===== config.mk =====
export PLATFORM = sky130hd
export DESIGN_NAME = pdp8l_fifo_tty_flat
export DESIGN_NICKNAME = d
export VERILOG_FILES = /design/src/rtl/pdp8l_fifo_tty_if.sv /design/src/rtl/pdp8l_fifo_tty.sv /design/src/flat_wrapper.sv
export SDC_FILE = /design/constraint.sdc
export NUM_CORES = 1
export LEC_CHECK = 0
export CORE_ASPECT_RATIO = 0.9
export CORE_MARGIN = 2
export CORE_UTILIZATION = 35
export DETAILED_ROUTE_END_ITERATION = 8
export PLACE_DENSITY = 0.58
export SETUP_SLACK_MARGIN = 0.4
export SLEW_MARGIN = 20
export SYNTH_ARGS = -nofsm -noshare
export SYNTH_HDL_FRONTEND = slang
export SYNTH_SLANG_ARGS = --single-unit

===== constraint.sdc =====
create_clock -name CLOCK -period 5.2 [get_ports CLOCK]
set_input_delay 0.52 -clock CLOCK [delete_from_list [all_inputs] [get_ports CLOCK]]
set_output_delay 0.52 -clock CLOCK [all_outputs]
set_load 0.02 [all_outputs]

===== src/rtl/pdp8l_fifo_tty_if.sv =====
// Bus bundle for the buffered PDP-8/L teletype: ARM register bus plus CPU IOP bus.
// The master side (ARM/CPU) drives strobes and data; the slave side (device) answers.
interface pdp8l_fifo_tty_if;
  logic        armwrite;
  logic [2:0]  armraddr;
  logic [2:0]  armwaddr;
  logic [31:0] armwdata;
  logic [31:0] armrdata;
  logic        iopstart;
  logic        iopstop;
  logic [11:0] ioopcode;
  logic [11:0] cputodev;
  logic [11:0] devtocpu;
  logic        AC_CLEAR;
  logic        IO_SKIP;
  logic        INT_RQST;

  modport master (
    output armwrite, armraddr, armwaddr, armwdata,
    output iopstart, iopstop, ioopcode, cputodev,
    input  armrdata, devtocpu, AC_CLEAR, IO_SKIP, INT_RQST
  );

  modport slave (
    input  armwrite, armraddr, armwaddr, armwdata,
    input  iopstart, iopstop, ioopcode, cputodev,
    output armrdata, devtocpu, AC_CLEAR, IO_SKIP, INT_RQST
  );
endinterface


===== src/rtl/pdp8l_fifo_tty.sv =====
// Buffered PDP-8/L teletype: keyboard and printer FIFOs between the ARM register bus
// and the CPU IOP bus, with a one-char printer staging register and overflow sticky bits.
module pdp8l_fifo_tty #(
  parameter logic [5:0] KBDEV     = 6'o03,
  parameter int         DEPTHLOG2 = 4
) (
  input logic             CLOCK,
  input logic             RESET,
  pdp8l_fifo_tty_if.slave bus
);
  localparam logic [11:0] KBIO = 12'o6000 | {3'b000, KBDEV, 3'b000};
  localparam logic [11:0] TTIO = KBIO + 12'o0010;

  typedef logic [DEPTHLOG2-1:0] ptr_t;
  typedef logic [DEPTHLOG2:0]   cnt_t;
  localparam ptr_t PTR_ONE = ptr_t'(1);
  localparam cnt_t CNT_ONE = cnt_t'(1);

  logic        enable, intenab, kbovf, provf, prflag, prpend;
  ptr_t        kbwr, kbrd, prwr, prrd;
  cnt_t        kbcount, prcount;
  logic [7:0]  prstage;
  logic [7:0]  kbmem [1 << DEPTHLOG2];
  logic [7:0]  prmem [1 << DEPTHLOG2];
  logic [11:0] dev_q;
  logic        clr_q, skip_q;
  logic [31:0] rdata;

  logic [7:0]  kbhead, prhead;
  logic        kbflag, kbfull, prnotempty, prfull, int_rqst;
  logic        iop_go, kb_iop, tt_iop;
  logic [2:0]  fn;
  logic        arm_w1, kb_flush, kb_push_req, kb_push, kb_pop;
  logic        pr_pop, pr_load, pr_xfer;

  assign kbhead     = kbmem[kbrd];
  assign prhead     = prmem[prrd];
  assign kbflag     = |kbcount;
  assign kbfull     = kbcount[DEPTHLOG2];
  assign prnotempty = |prcount;
  assign prfull     = prcount[DEPTHLOG2];
  assign int_rqst   = intenab & (kbflag | prflag);

  assign iop_go = bus.iopstart & enable;
  assign kb_iop = iop_go & (bus.ioopcode[11:3] == KBIO[11:3]);
  assign tt_iop = iop_go & (bus.ioopcode[11:3] == TTIO[11:3]);
  assign fn     = bus.ioopcode[2:0];

  // Flush beats a same-cycle IOP pop; a pop frees the slot a same-cycle push needs.
  assign arm_w1      = bus.armwrite & (bus.armwaddr == 3'd1);
  assign kb_flush    = arm_w1 & bus.armwdata[28];
  assign kb_push_req = bus.armwrite & (bus.armwaddr == 3'd2);
  assign kb_pop      = kb_iop & ((fn == 3'd2) | (fn == 3'd6)) & kbflag & ~kb_flush;
  assign kb_push     = kb_push_req & (~kbfull | kb_pop);

  assign pr_pop  = bus.armwrite & (bus.armwaddr == 3'd3) & bus.armwdata[31] & prnotempty;
  assign pr_load = tt_iop & ((fn == 3'd4) | (fn == 3'd6));
  assign pr_xfer = prpend & (~prfull | pr_pop);

  always_ff @(posedge CLOCK or posedge RESET) begin
    if (RESET) begin
      enable  <= 1'b0;
      intenab <= 1'b0;
      kbovf   <= 1'b0;
      provf   <= 1'b0;
      prflag  <= 1'b0;
      prpend  <= 1'b0;
      kbwr    <= '0;
      kbrd    <= '0;
      prwr    <= '0;
      prrd    <= '0;
      kbcount <= '0;
      prcount <= '0;
      dev_q   <= '0;
      clr_q   <= 1'b0;
      skip_q  <= 1'b0;
    end else begin
      if (arm_w1) begin
        enable <= bus.armwdata[31];
        if (bus.armwdata[30]) kbovf <= 1'b0;
        if (bus.armwdata[29]) provf <= 1'b0;
      end
      if (kb_push_req & ~kb_push) kbovf <= 1'b1;

      if (kb_flush) begin
        kbrd    <= kbwr;
        kbcount <= '0;
      end else begin
        if (kb_push) kbwr <= kbwr + PTR_ONE;
        if (kb_pop)  kbrd <= kbrd + PTR_ONE;
        if (kb_push & ~kb_pop)      kbcount <= kbcount + CNT_ONE;
        else if (kb_pop & ~kb_push) kbcount <= kbcount - CNT_ONE;
      end

      if (pr_xfer) prwr <= prwr + PTR_ONE;
      if (pr_pop)  prrd <= prrd + PTR_ONE;
      if (pr_xfer & ~pr_pop)      prcount <= prcount + CNT_ONE;
      else if (pr_pop & ~pr_xfer) prcount <= prcount - CNT_ONE;

      // Bus outputs latch at iopstart and hold until iopstop releases them.
      if (bus.iopstop) begin
        dev_q  <= '0;
        clr_q  <= 1'b0;
        skip_q <= 1'b0;
      end
      if (kb_iop) begin
        case (fn)
          3'd1: skip_q  <= kbflag;
          3'd2: clr_q   <= 1'b1;
          3'd4: dev_q   <= {4'b0, kbhead};
          3'd5: intenab <= bus.cputodev[0];
          3'd6: begin
            clr_q <= 1'b1;
            dev_q <= kbflag ? {4'b0, kbhead} : 12'd0;
          end
          default: ;
        endcase
      end
      if (tt_iop) begin
        case (fn)
          3'd1:       skip_q <= prflag;
          3'd2, 3'd6: prflag <= 1'b0;
          3'd5:       skip_q <= int_rqst;
          default: ;
        endcase
      end

      // A char moving into the FIFO re-raises the flag; a fresh load always pends.
      if (pr_xfer) begin
        prpend <= 1'b0;
        prflag <= 1'b1;
      end
      if (pr_load) begin
        prpend <= 1'b1;
        if (prpend) provf <= 1'b1;
      end
    end
  end

  always_ff @(posedge CLOCK) begin
    if (kb_push) kbmem[kbwr] <= bus.armwdata[7:0];
    if (pr_xfer) prmem[prwr] <= prstage;
    if (pr_load) prstage     <= bus.cputodev[7:0];
  end

  always_comb begin
    rdata = '0;
    case (bus.armraddr)
      3'd0:    rdata = 32'h5454_2002;
      3'd1:    rdata = {enable, intenab, kbovf, provf, prflag, prpend, 26'b0};
      3'd2:    rdata = {kbfull, kbflag, 20'b0, 10'(kbcount)};
      3'd3:    rdata = {prnotempty, prfull, 10'b0, 10'(prcount), 2'b0, prhead};
      3'd4:    rdata = {26'b0, KBDEV};
      default: rdata = '0;
    endcase
  end

  assign bus.armrdata = rdata;
  assign bus.devtocpu = dev_q;
  assign bus.AC_CLEAR = clr_q;
  assign bus.IO_SKIP  = skip_q;
  assign bus.INT_RQST = int_rqst;

  logic unused_ok;
  assign unused_ok = ^{bus.armwdata[27:8], bus.cputodev[11:8]};
endmodule


===== src/flat_wrapper.sv =====
// flat-port wrapper written by rule: the top's interface ports become plain ports
module pdp8l_fifo_tty_flat 
#(
  parameter logic [5:0] KBDEV     = 6'o03,
  parameter int         DEPTHLOG2 = 4
)
  (CLOCK, RESET, bus_armwrite, bus_armraddr, bus_armwaddr, bus_armwdata, bus_iopstart, bus_iopstop, bus_ioopcode, bus_cputodev, bus_armrdata, bus_devtocpu, bus_AC_CLEAR, bus_IO_SKIP, bus_INT_RQST);
  pdp8l_fifo_tty_if bus_i ();
  input logic CLOCK;
  input logic RESET;
  input wire logic [$bits(bus_i.armwrite)-1:0] bus_armwrite;
  input wire logic [$bits(bus_i.armraddr)-1:0] bus_armraddr;
  input wire logic [$bits(bus_i.armwaddr)-1:0] bus_armwaddr;
  input wire logic [$bits(bus_i.armwdata)-1:0] bus_armwdata;
  input wire logic [$bits(bus_i.iopstart)-1:0] bus_iopstart;
  input wire logic [$bits(bus_i.iopstop)-1:0] bus_iopstop;
  input wire logic [$bits(bus_i.ioopcode)-1:0] bus_ioopcode;
  input wire logic [$bits(bus_i.cputodev)-1:0] bus_cputodev;
  output wire logic [$bits(bus_i.armrdata)-1:0] bus_armrdata;
  output wire logic [$bits(bus_i.devtocpu)-1:0] bus_devtocpu;
  output wire logic [$bits(bus_i.AC_CLEAR)-1:0] bus_AC_CLEAR;
  output wire logic [$bits(bus_i.IO_SKIP)-1:0] bus_IO_SKIP;
  output wire logic [$bits(bus_i.INT_RQST)-1:0] bus_INT_RQST;
  assign bus_i.armwrite = bus_armwrite;
  assign bus_i.armraddr = bus_armraddr;
  assign bus_i.armwaddr = bus_armwaddr;
  assign bus_i.armwdata = bus_armwdata;
  assign bus_i.iopstart = bus_iopstart;
  assign bus_i.iopstop = bus_iopstop;
  assign bus_i.ioopcode = bus_ioopcode;
  assign bus_i.cputodev = bus_cputodev;
  assign bus_armrdata = bus_i.armrdata;
  assign bus_devtocpu = bus_i.devtocpu;
  assign bus_AC_CLEAR = bus_i.AC_CLEAR;
  assign bus_IO_SKIP = bus_i.IO_SKIP;
  assign bus_INT_RQST = bus_i.INT_RQST;
  pdp8l_fifo_tty #(.KBDEV(KBDEV), .DEPTHLOG2(DEPTHLOG2)) u_core (.CLOCK(CLOCK), .RESET(RESET), .bus(bus_i));
endmodule

==> impl_metrics.json <==
{
  "status": "completed",
  "cts_root_buf": "clkbuf_16",
  "path_cells": "buf_4 > mux4_2 > mux4_2 > and2_1 > clkdlybuf4s50_1",
  "grt_max_degree": 47,
  "yosysMostFrequentCell": "edfxtp_1",
  "finalCritPeriodShare_pct": 75.79,
  "drt-pass1-iter-count": 5,
  "path_class": "reg2out",
  "cap_violations": 0,
  "synth_edf_count": 264,
  "post-cts-setup-buffers": 0,
  "cts_inserted_buffers": 34,
  "gp_congestion": 0.7512,
  "fin_setup_tns_ns": 0,
  "vias": 6686,
  "finalMaxSlewViolations": 0,
  "start_util_pct": 35.58,
  "synth_common_cells": "edfxtp_1 (264), mux4_2 (65), dfrtp_1 (46), nor2_1 (37), nand2_1 (28)",
  "dieArea_sq_mm": 0.03841,
  "coreArea_sq_mm": 0.03625,
  "min_path_type": "reg2reg",
  "seqCellArea_sq_mm": 0.009081,
  "relSlewSlack_pct": 28.50,
  "hold_viol": 0,
  "synth_area_leaders": "edfxtp_1 (61%), mux4_2 (11%), dfrtp_1 (8.9%)",
  "boundaryPins": 114,
  "fin_util_pct": 42.21,
  "grt_pass1_vias": 6604,
  "hold_buffers": 0,
  "cp.arrival_ns": 3.42,
  "numPortBuffers": 79,
  "crit_required_ns": 4.68,
  "clk_latency_ns": 0.53,
  "drt-initial-drc-count": 503,
  "ys_ff_latch": 310,
  "powerDensity_mw_per_mm2": 422.1,
  "ir_drop_uv": 254.0,
  "netlist_instances": 729,
  "grtUsageTotal_pct": 14.96,
  "setup_ws_ns": 1.259,
  "max_stage_delay_ns": 0.78,
  "p_leak_nw": 5.093,
  "grt_overflow": 0,
  "die_h_microns": 186.1,
  "synth_cell_type_count": 60,
  "dieWidth_microns": 206.4,
  "cts_resized": 0,
  "fill_cells": 3162,
  "async_reset_ff_share_pct": 14.84,
  "crit_slowest_cell": "dfrtp_2",
  "crit_family": "multiplexers",
  "wl_microns": 28090,
  "fp-row-count": 66,
  "syn_area_per_cell_sq_um": 17.69,
  "viasPerCell": 5.038,
  "synth_ff_type": "edfxtp_1",
  "synth.largest_area_cell": "edfxtp_1",
  "ant_nets": 0,
  "rsz0062_at_grt": "false",
  "hpwl_microns": 18450,
  "yosys.area.top_type_share_pct": 61.46,
  "crit_path_start_kind": "register",
  "clock_skew_ns": 0.02377,
  "netlist_area_sq_mm": 0.01290,
  "layout_min_cycle_time_ns": 3.941,
  "wl_per_cell_microns": 21.17,
  "cp_num_buf_inv": 2,
  "end_kind": "output port",
  "clock-sinks": 310,
  "multiInputGateArea_sq_mm": 0.003567,
  "pre_cts_slack_ns": 0.8281,
  "htreeDepth": 2,
  "cts_tree": "built",
  "cp_max_fo": 19,
  "setup_violations": 0,
  "power_mw": 6.459,
  "clk_path_buf_depth": 3,
  "fin_nets": 916,
  "grt_pass1_wl_microns": 42040,
  "seq_area_frac_synth_pct": 70.39,
  "yosys_warnings": 0,
  "drc": 0,
  "cp_common_cell": "mux4_2",
  "antenna_found_initial": 0,
  "drive_above_1_share_pct": 19.27,
  "syn_to_final_growth_pct": 18.64,
  "antennaDiodeCount": 0,
  "clk_pin_slew_worst_paths_ns": 0.06,
  "worst-slew-pin-transition_ns": 1.069,
  "max_freq_mhz": 253.8
}
-- cells by family (layout without fill, tap and decap cells) --
| family | after synthesis | after routing | share of synthesized area (%) |
|---|---|---|---|
| flops | 310 | 310 | 70.39 |
| simple gates | 141 | 141 | 5.801 |
| mux | 98 | 98 | 14.10 |
| compound gates | 70 | 70 | 3.667 |
| buf+inv | 67 | 180 | 2.435 |
| fa+ha+maj | 21 | 21 | 2.153 |
| xor+xnor | 21 | 21 | 1.426 |
| other cells | 1 | 10 | 0.02907 |
-- where the power goes --
part | internal (mW) | switching [mW] | leakage (nW)
Sequential | 2.76 | 0.187 | 2.97
Clock | 1.30 | 0.970 | 0.500
Combinational | 0.671 | 0.570 | 1.62
Total | 4.73 | 1.73 | 5.09
-- worst paths after layout --
| check | cells past startpoint | slack (ns) | to | from |
|---|---|---|---|---|
| min in group asynchronous | 3 | 0.49 | u_core.kbcount[0] | RESET |
| min reg2reg | 2 | 0.47 | u_core.kbovf | u_core.kbovf |
| max in group asynchronous | 3 | 4.20 | u_core.kbrd[0] | RESET |
| max | 5 | 1.26 | bus_armrdata[7] | u_core.prrd[0] |
| max reg2reg | 13 | 1.54 | u_core.kbcount[4] | u_core.enable |
| min | 2 | 0.47 | u_core.kbovf | u_core.kbovf |
-- layer usage --
metal	vias up	GRT usage, %	part of all wire (%)
li1	3040	-	-
met3	29	3.204	5.8
met1	3447	22.60	48
met2	170	21.88	45
met5	-	0	0
met4	0	3.971	1.4
-- state kept, by name (all words and copies together) (netlist names), 5 cells and up --
register / flops
u_core.prstage: 8
u_core.prmem: 128
u_core.bus.devtocpu: 12
u_core.kbcount: 5
u_core.prcount: 5
u_core.kbmem: 128
-- cell usage in the layout, fill, tap and decap left out, drive strengths merged, types with 3 or more instances in the layout --
cell / n
mux2i: 16
a22oi: 12
nand3: 13
ha: 19
clkinv: 12
nand4: 3
nand3b: 3
nor3: 9
a31oi: 3
a21oi: 14
edfxtp: 264
xnor2: 15
and2: 15
dfrtp: 46
nor4b: 3
nor4: 5
nor2b: 3
mux2: 17
nor2: 37
clkdlybuf4s50: 79
nand2b: 4
a21o: 5
o21ai: 19
xor2: 6
nand2: 29
mux4: 65
conb: 10
or2: 3
clkbuf: 47
inv: 19
a21boi: 3
and3: 6
buf: 21
-- stage by stage --
| step | instance area (sq um) | hold slack [ns] | cells |
|---|---|---|---|
| floorplan | 12930 | 0.4378 | 738 |
| CTS | 15300 | 0.4809 | 1327 |
| global placement | 14270 | 0.4555 | 1268 |
| detailed placement | 14270 | 0.4668 | 1268 |
| finish | 15300 | 0.4719 | 1327 |
| global route | 15300 | 0.4981 | 1327 |
-- final cells by class --
type / count / area share [%]
clock buffers: 47 / 6.018
clock inverters: 12 / 0.7277
inverters: 21 / 0.5151
multi-input cells: 361 / 23.31
flip-flops and latches: 310 / 59.34
well taps: 476 / 3.892
repair buffers: 100 / 6.197
-- worst reg2reg max path: cells and delay by family, from the launching register on --
family | cells | cell delay [ns]
adders and majority gates | 2 | 0.63
AOI/OAI and AO/OA | 4 | 0.86
DFF | 1 | 0.59
buffers and inverters | 2 | 0.19
and+or+nand+nor | 4 | 1.21
xor gates and xnor gates | 1 | 0.09
Note: power is estimated with default switching activity, not from simulation.
